`config.mk`:
```
export PLATFORM = sky130hd
export DESIGN_NAME = fetch_unit
export DESIGN_NICKNAME = d
export VERILOG_FILES = /design/src/rtl/fetch_unit.sv
export SDC_FILE = /design/constraint.sdc
export NUM_CORES = 1
export LEC_CHECK = 0
export BUFFER_PORTS_ARGS = -buffer_cell sky130_fd_sc_hd__buf_2
export CAP_MARGIN = 5
export CORE_ASPECT_RATIO = 1.4
export CORE_MARGIN = 3
export CORE_UTILIZATION = 53
export CTS_CLUSTER_SIZE = 14
export DETAILED_ROUTE_END_ITERATION = 8
export GPL_ROUTABILITY_DRIVEN = 0
export GPL_TIMING_DRIVEN = 0
export PLACE_DENSITY = 0.81
export RECOVER_POWER = 25
export SETUP_SLACK_MARGIN = 0.05
export SLEW_MARGIN = 20
export SYNTH_ARGS = -nofsm -noshare
export SYNTH_HDL_FRONTEND = slang
export SYNTH_SLANG_ARGS = --single-unit
```
`constraint.sdc`:
```
create_clock -name clk -period 3.3 [get_ports clk]
set_clock_uncertainty 0.2 [all_clocks]
set_input_delay 0.66 -clock clk [delete_from_list [all_inputs] [get_ports clk]]
set_output_delay 0.66 -clock clk [all_outputs]
set_load 0.005 [all_outputs]
```
`src/rtl/fetch_unit.sv`:
```
// Instruction-fetch stage: owns the PC, reads the combinational instruction memory, queues {pc, inst} for decode.
// Latency: an instruction fetched in cycle N is presented on inst_* in cycle N+1; after a redirect, the first new instruction is valid 2 cycles later.
// Backpressure: inst_ready low fills the queue, which drops imem_enable and freezes the PC; the head holds stable. Optional macro: FETCH_ALIGN_CHECK_EN (adds err port).

// Small generic FIFO with flush. Head read comes straight from storage (no bypass).
module fetch_fifo #(
   parameter int WIDTH = 32,
   parameter int DEPTH = 2
) (
   input  logic             clk,
   input  logic             rst,
   input  logic             flush,
   input  logic             push_vld,
   input  logic [WIDTH-1:0] push_dat,
   input  logic             pop,
   output logic             head_vld,
   output logic [WIDTH-1:0] head_dat,
   output logic             full
);

   localparam int AW = (DEPTH > 1) ? $clog2(DEPTH) : 1;

   logic [WIDTH-1:0] store [DEPTH];
   logic [AW-1:0]    wr_ptr;
   logic [AW-1:0]    rd_ptr;
   logic [AW:0]      count;
   logic             do_push;
   logic             do_pop;

   assign head_vld = (count != '0);
   assign head_dat = store[rd_ptr];
   assign do_pop   = pop & head_vld & ~flush;
   // A pop in the same cycle frees the slot the push is about to use.
   assign full     = (count == (AW+1)'(DEPTH)) & ~do_pop;
   assign do_push  = push_vld & ~full & ~flush;

   // Storage write; cleared on reset so the head outputs read zero.
   always_ff @(posedge clk or negedge rst) begin
      if (!rst) begin
         for (int i = 0; i < DEPTH; i++) begin
            store[i] <= '0;
         end
      end else if (do_push) begin
         store[wr_ptr] <= push_dat;
      end
   end

   // Pointer and occupancy tracking; flush empties the queue outright.
   always_ff @(posedge clk or negedge rst) begin
      if (!rst) begin
         wr_ptr <= '0;
         rd_ptr <= '0;
         count  <= '0;
      end else if (flush) begin
         wr_ptr <= '0;
         rd_ptr <= '0;
         count  <= '0;
      end else begin
         if (do_push) begin
            wr_ptr <= wr_ptr + AW'(1);
         end
         if (do_pop) begin
            rd_ptr <= rd_ptr + AW'(1);
         end
         case ({do_push, do_pop})
            2'b10:   count <= count + (AW+1)'(1);
            2'b01:   count <= count - (AW+1)'(1);
            default: count <= count;
         endcase
      end
   end

endmodule

module fetch_unit #(
   parameter int                    ADDR_WIDTH = 16,
   parameter logic [ADDR_WIDTH-1:0] RESET_PC   = '0,
   parameter int                    FQ_DEPTH   = 2
) (
   input  logic                  clk,
   input  logic                  rst,
   output logic [ADDR_WIDTH-1:0] imem_addr,
   output logic                  imem_enable,
   output logic                  imem_wr,
   output logic [15:0]           imem_data_in,
   input  logic [15:0]           imem_data_out,
   input  logic                  redirect_valid,
   input  logic [ADDR_WIDTH-1:0] redirect_pc,
   output logic                  inst_valid,
   input  logic                  inst_ready,
   output logic [15:0]           inst_out,
   output logic [ADDR_WIDTH-1:0] inst_pc,
   output logic [ADDR_WIDTH-1:0] inst_pc_plus2,
   output logic                  halted
`ifdef FETCH_ALIGN_CHECK_EN
   ,
   output logic                  err
`endif
);

   typedef enum logic [1:0] {
      ST_IDLE   = 2'd0,
      ST_RUN    = 2'd1,
      ST_HALTED = 2'd2
   } state_t;

   typedef struct packed {
      logic [ADDR_WIDTH-1:0] pc;
      logic [15:0]           inst;
   } fq_entry_t;

   localparam logic [ADDR_WIDTH-1:0] ALIGN_MASK = ~ADDR_WIDTH'(1);

   state_t                state;
   logic [ADDR_WIDTH-1:0] pc;
   logic [ADDR_WIDTH-1:0] redirect_pc_al;
   logic                  fq_full;
   logic                  fq_push;
   logic                  fq_pop;
   logic                  is_halt;
   fq_entry_t             fq_in;
   fq_entry_t             fq_head;

   // Memory port is read-only from this stage.
   assign imem_wr      = 1'b0;
   assign imem_data_in = 16'h0000;
   assign imem_addr    = pc & ALIGN_MASK;
   assign imem_enable  = (state == ST_RUN) & ~fq_full;

   // Redirect wins over everything: no push, no pop in that cycle.
   assign fq_push        = imem_enable & ~redirect_valid;
   assign fq_pop         = inst_valid & inst_ready & ~redirect_valid;
   assign is_halt        = (imem_data_out[15:11] == 5'b00000);
   assign redirect_pc_al = redirect_pc & ALIGN_MASK;

   assign fq_in.pc   = imem_addr;
   assign fq_in.inst = imem_data_out;

   fetch_fifo #(
      .WIDTH ($bits(fq_entry_t)),
      .DEPTH (FQ_DEPTH)
   ) u_fq (
      .clk      (clk),
      .rst      (rst),
      .flush    (redirect_valid),
      .push_vld (fq_push),
      .push_dat (fq_in),
      .pop      (fq_pop),
      .head_vld (inst_valid),
      .head_dat (fq_head),
      .full     (fq_full)
   );

   assign inst_out      = fq_head.inst;
   assign inst_pc       = fq_head.pc;
   assign inst_pc_plus2 = fq_head.pc + ADDR_WIDTH'(2);

   // PC: load aligned redirect target, otherwise step by 2 on every push (wraps).
   always_ff @(posedge clk or negedge rst) begin
      if (!rst) begin
         pc <= RESET_PC;
      end else if (redirect_valid) begin
         pc <= redirect_pc_al;
      end else if (fq_push) begin
         pc <= pc + ADDR_WIDTH'(2);
      end
   end

   // Fetch control FSM: one idle bubble after reset, halt on a fetched HALT, resume on redirect.
   always_ff @(posedge clk or negedge rst) begin
      if (!rst) begin
         state  <= ST_IDLE;
         halted <= 1'b0;
`ifdef FETCH_ALIGN_CHECK_EN
         err    <= 1'b0;
`endif
      end else if (redirect_valid) begin
`ifdef FETCH_ALIGN_CHECK_EN
         // A misaligned target is fatal: flag it and park until reset or a clean redirect.
         if (redirect_pc[0]) begin
            state  <= ST_HALTED;
            halted <= 1'b1;
            err    <= 1'b1;
         end else begin
            state  <= ST_RUN;
            halted <= 1'b0;
         end
`else
         state  <= ST_RUN;
         halted <= 1'b0;
`endif
      end else begin
         case (state)
            ST_IDLE: begin
               state <= ST_RUN;
            end
            ST_RUN: begin
               if (fq_push && is_halt) begin
                  state  <= ST_HALTED;
                  halted <= 1'b1;
               end
            end
            ST_HALTED: begin
               state <= ST_HALTED;
            end
            default: begin
               state <= ST_IDLE;
            end
         endcase
      end
   end

endmodule
```
==> flow_summary_export.csv <==
group,metric,value,unit
synthesis,netlist_area,0.00440,mm²
sta,finalCritPeriodShare,0.949,
detailed_routing,wl_met1,3.80,mm
cts,clk_latency,360,ps
global_routing,grt_pass1_vias,3264,
sta,hold_viol,0,
sta,final-max-slew-violation-count,34,
synthesis,netlist_instances,369,
synthesis,synth.largest_area_cell,"dfrtp_1",
sta,tns,0,ps
detailed_routing,top_layer_used,"met4",
power,power_density,899,mW/mm²
synthesis,synth_edf_count,0,
detailed_routing,drc,0,
hold_path,hold_path.class,"register to register",
detailed_routing,wl,9.56,mm
critical_path,worst-setup-path-type,"register to output pin",
synthesis,post-synth-top-count-cell,"dfrtp_1",
cts,cts_tree,"built",
detailed_routing,wl_met2,5.17,mm
detailed_routing,detail-route-antenna-nets,0,
sta,relSlewSlack,-0.314,
critical_path,end_kind,"output pin",
global_routing,grt_pass1_wl,15.8,mm
synthesis,async_flop_share,1.00,
die,pin_count,120,
sta,rsz0062_at_grt,"no",
synthesis,yosysTopAreaCellShare,0.478,
sta,fin_ws,168,ps
die,dieHeight,114,µm
flow_run,maxCapViolCount,1,
synthesis,synth-seq-cells,84,
die,fp.dieW,83.0,µm
die,rows,38,
global_routing,grt_antenna_before_repair,0,
layout,area_growth,23.1,%
sta,holdWs,286,ps
cts,clk_path_buf_depth,2,
synthesis,synth_flop_cell,"dfrtp_1",
layout,antennaDiodeCount,0,
synthesis,yosysSeqAreaShare,0.478,
die,fp.dieArea,0.00944,mm²
global_routing,overflow,0,
critical_path,start_kind,"register",
placement,place_inst,586,
placement,io_buffers,97,
critical_path,critical_path_peak_fanout,10,
detailed_routing,num_vias,3208,
cts,path_clk_slew,80,ps
detailed_routing,route.detailed.wl_per_inst,15.8,µm
layout,fin_cells,606,
sta,post-route-min-period,3130,ps
critical_path,arrival,2270,ps
die,start_util,0.557,
layout,drive_gt1_frac,0.381,
detailed_routing,vias_per_cell,5.29,
sta,worst_pin_slew,1970,ps
synthesis,yosysUniqueCellTypes,47,
detailed_routing,drtIter0Drc,148,
power,finalPower,4.87,mW
placement,place_hpwl,7.17,mm
synthesis,synth_common_cells,"dfrtp_1, mux2_1, nand2_1",
synthesis,yosys_warnings,0,
layout,fin_nets,541,
placement,pre_cts_ws,-25.2,ps
status,violations,"capacitance limit, slew limit",
status,status,"finished with violations",
power,vdd_drop_max,528,µV
cts,h-tree-depth,3,
global_routing,grt_max_degree,52,
detailed_routing,dr_wl_met3,384,µm
power,p_leak,2.59,nW
cts,cts.sinks,84,
sta,finalSetupViolCount,0,
synthesis,avgSynthCellArea,11.9,µm²
critical_path,crit_required,2440,ps
detailed_routing,dr.pass1.iters,4,
die,coreArea,0.00789,mm²
sta,clock.fmax,0.319,GHz
synthesis,synthTopCellsByArea,"dfrtp_1, mux2_1, mux2_2, buf_4, nand2_1",
cts,cts-buffers-inserted,9,
cts,ctsRootBufferMaster,"clkbuf_8",
global_routing,grt_use_total,0.210,
-- repair_timing --
item                       4_1_cts  5_1_grt
setup endpoints to repair        8        1
resized for setup               12        2
buffers inserted                 1        3
pin swaps                        0        2
hold buffers                     0        0
hold endpoints to repair         0        0
-- cells by family (layout without fill, tap and decap cells) --
family | Yosys count | count (layout) | synth area share
AO/OA/AOI/OAI | 30 | 30 | 0.0521
XOR/XNOR | 26 | 26 | 0.0518
adder cells (fa/ha/maj) | 4 | 4 | 0.0114
buffers and inverters | 46 | 164 | 0.0663
flip-flops | 84 | 84 | 0.478
multiplexers | 96 | 96 | 0.244
other | 1 | 20 | 0.000853
AND/OR/NAND/NOR | 82 | 82 | 0.0953
-- report_power, final --
part           leakage (nW)  switching (mW)  internal (mW)
logic                  1.46            1.04           1.21
clock network         0.119           0.357          0.455
registers              1.02           0.316           1.49
-- metrics by stage --
stage	utilization	cell area, µm²
floorplan	-	4470
global placement	0.643	5080
detailed placement	0.647	5110
CTS	0.683	5390
global route	0.686	5410
finish	0.686	5410
-- layout by cell type (no fill, tap or decap), types with 2 or more instances in the layout --
| master | synthesis | layout |
|---|---|---|
| a211oi_1 | 2 | 2 |
| a21o_1 | 2 | 2 |
| a21oi_1 | 2 | 2 |
| and3_1 | 5 | 5 |
| and4_1 | 3 | 2 |
| buf_2 | 5 | 98 |
| buf_4 | 24 | 28 |
| buf_6 | 3 | 5 |
| clkbuf_1 | 4 | 5 |
| clkbuf_8 | 0 | 14 |
| conb_1 | 1 | 20 |
| dfrtp_1 | 84 | 84 |
| ha_1 | 4 | 3 |
| inv_1 | 9 | 8 |
| inv_2 | 1 | 2 |
| mux2_1 | 60 | 60 |
| mux2_2 | 30 | 29 |
| mux2i_1 | 6 | 5 |
| nand2_1 | 33 | 33 |
| nand3_1 | 8 | 8 |
| nand4_1 | 7 | 7 |
| nor2_1 | 7 | 7 |
| nor2b_1 | 5 | 5 |
| nor3_1 | 3 | 3 |
| o21ai_0 | 10 | 10 |
| o221ai_1 | 3 | 3 |
| o22ai_1 | 2 | 2 |
| or2_2 | 2 | 2 |
| xnor2_1 | 13 | 13 |
| xor2_1 | 13 | 13 |
-- area by class of cell --
class                           instances  area, µm²
Sequential cell                        84       2100
Inverter                               10       37.5
Timing Repair Buffer                  102        542
Clock buffer                           14        193
Tap cell                              100        125
Clock inverter                          2       38.8
Buffer                                 36        277
Multi-Input combinational cell        258       2100
Fill cell                             641       2480
-- critical path, stage by stage (launching register included) --
cell and delay, ps:
dfrtp_1 400, buf_6 120, buf_6 130, buf_8 150, mux2i_2 160, inv_2 90, ha_4 150, and4_4 250
nand4_1 130, xnor2_1 180, buf_2 130
-- state kept, by name, summed over array words and instances (netlist names) --
register	count
u_fq.count	2
pc	15
state	2
halted	1
u_fq.wr_ptr	1
u_fq.rd_ptr	1
u_fq.store	62
-- path summary, 6_finish.rpt --
check	startpoint	endpoint	slack, ps	depth (start not counted)
max in group asynchronous	rst	pc[15]	1120	1
worst max-delay path	u_fq.rd_ptr	inst_pc_plus2[13]	170	10
min in group asynchronous	rst	u_fq.store[61]	650	1
worst min register to register	u_fq.store[47]	u_fq.store[47]	290	1
worst max register to register	state[1]	u_fq.store[33]	1070	6
worst min-delay path	u_fq.store[47]	u_fq.store[47]	290	1
-- per-layer routing --
layer / global-route usage / vias up
met5: 0 / -
met4: 0.0938 / 0
met3: 0.0354 / 16
met2: 0.371 / 82
met1: 0.250 / 1593
li1: - / 1517
No activity file was read; power rests on OpenSTA's default activity.
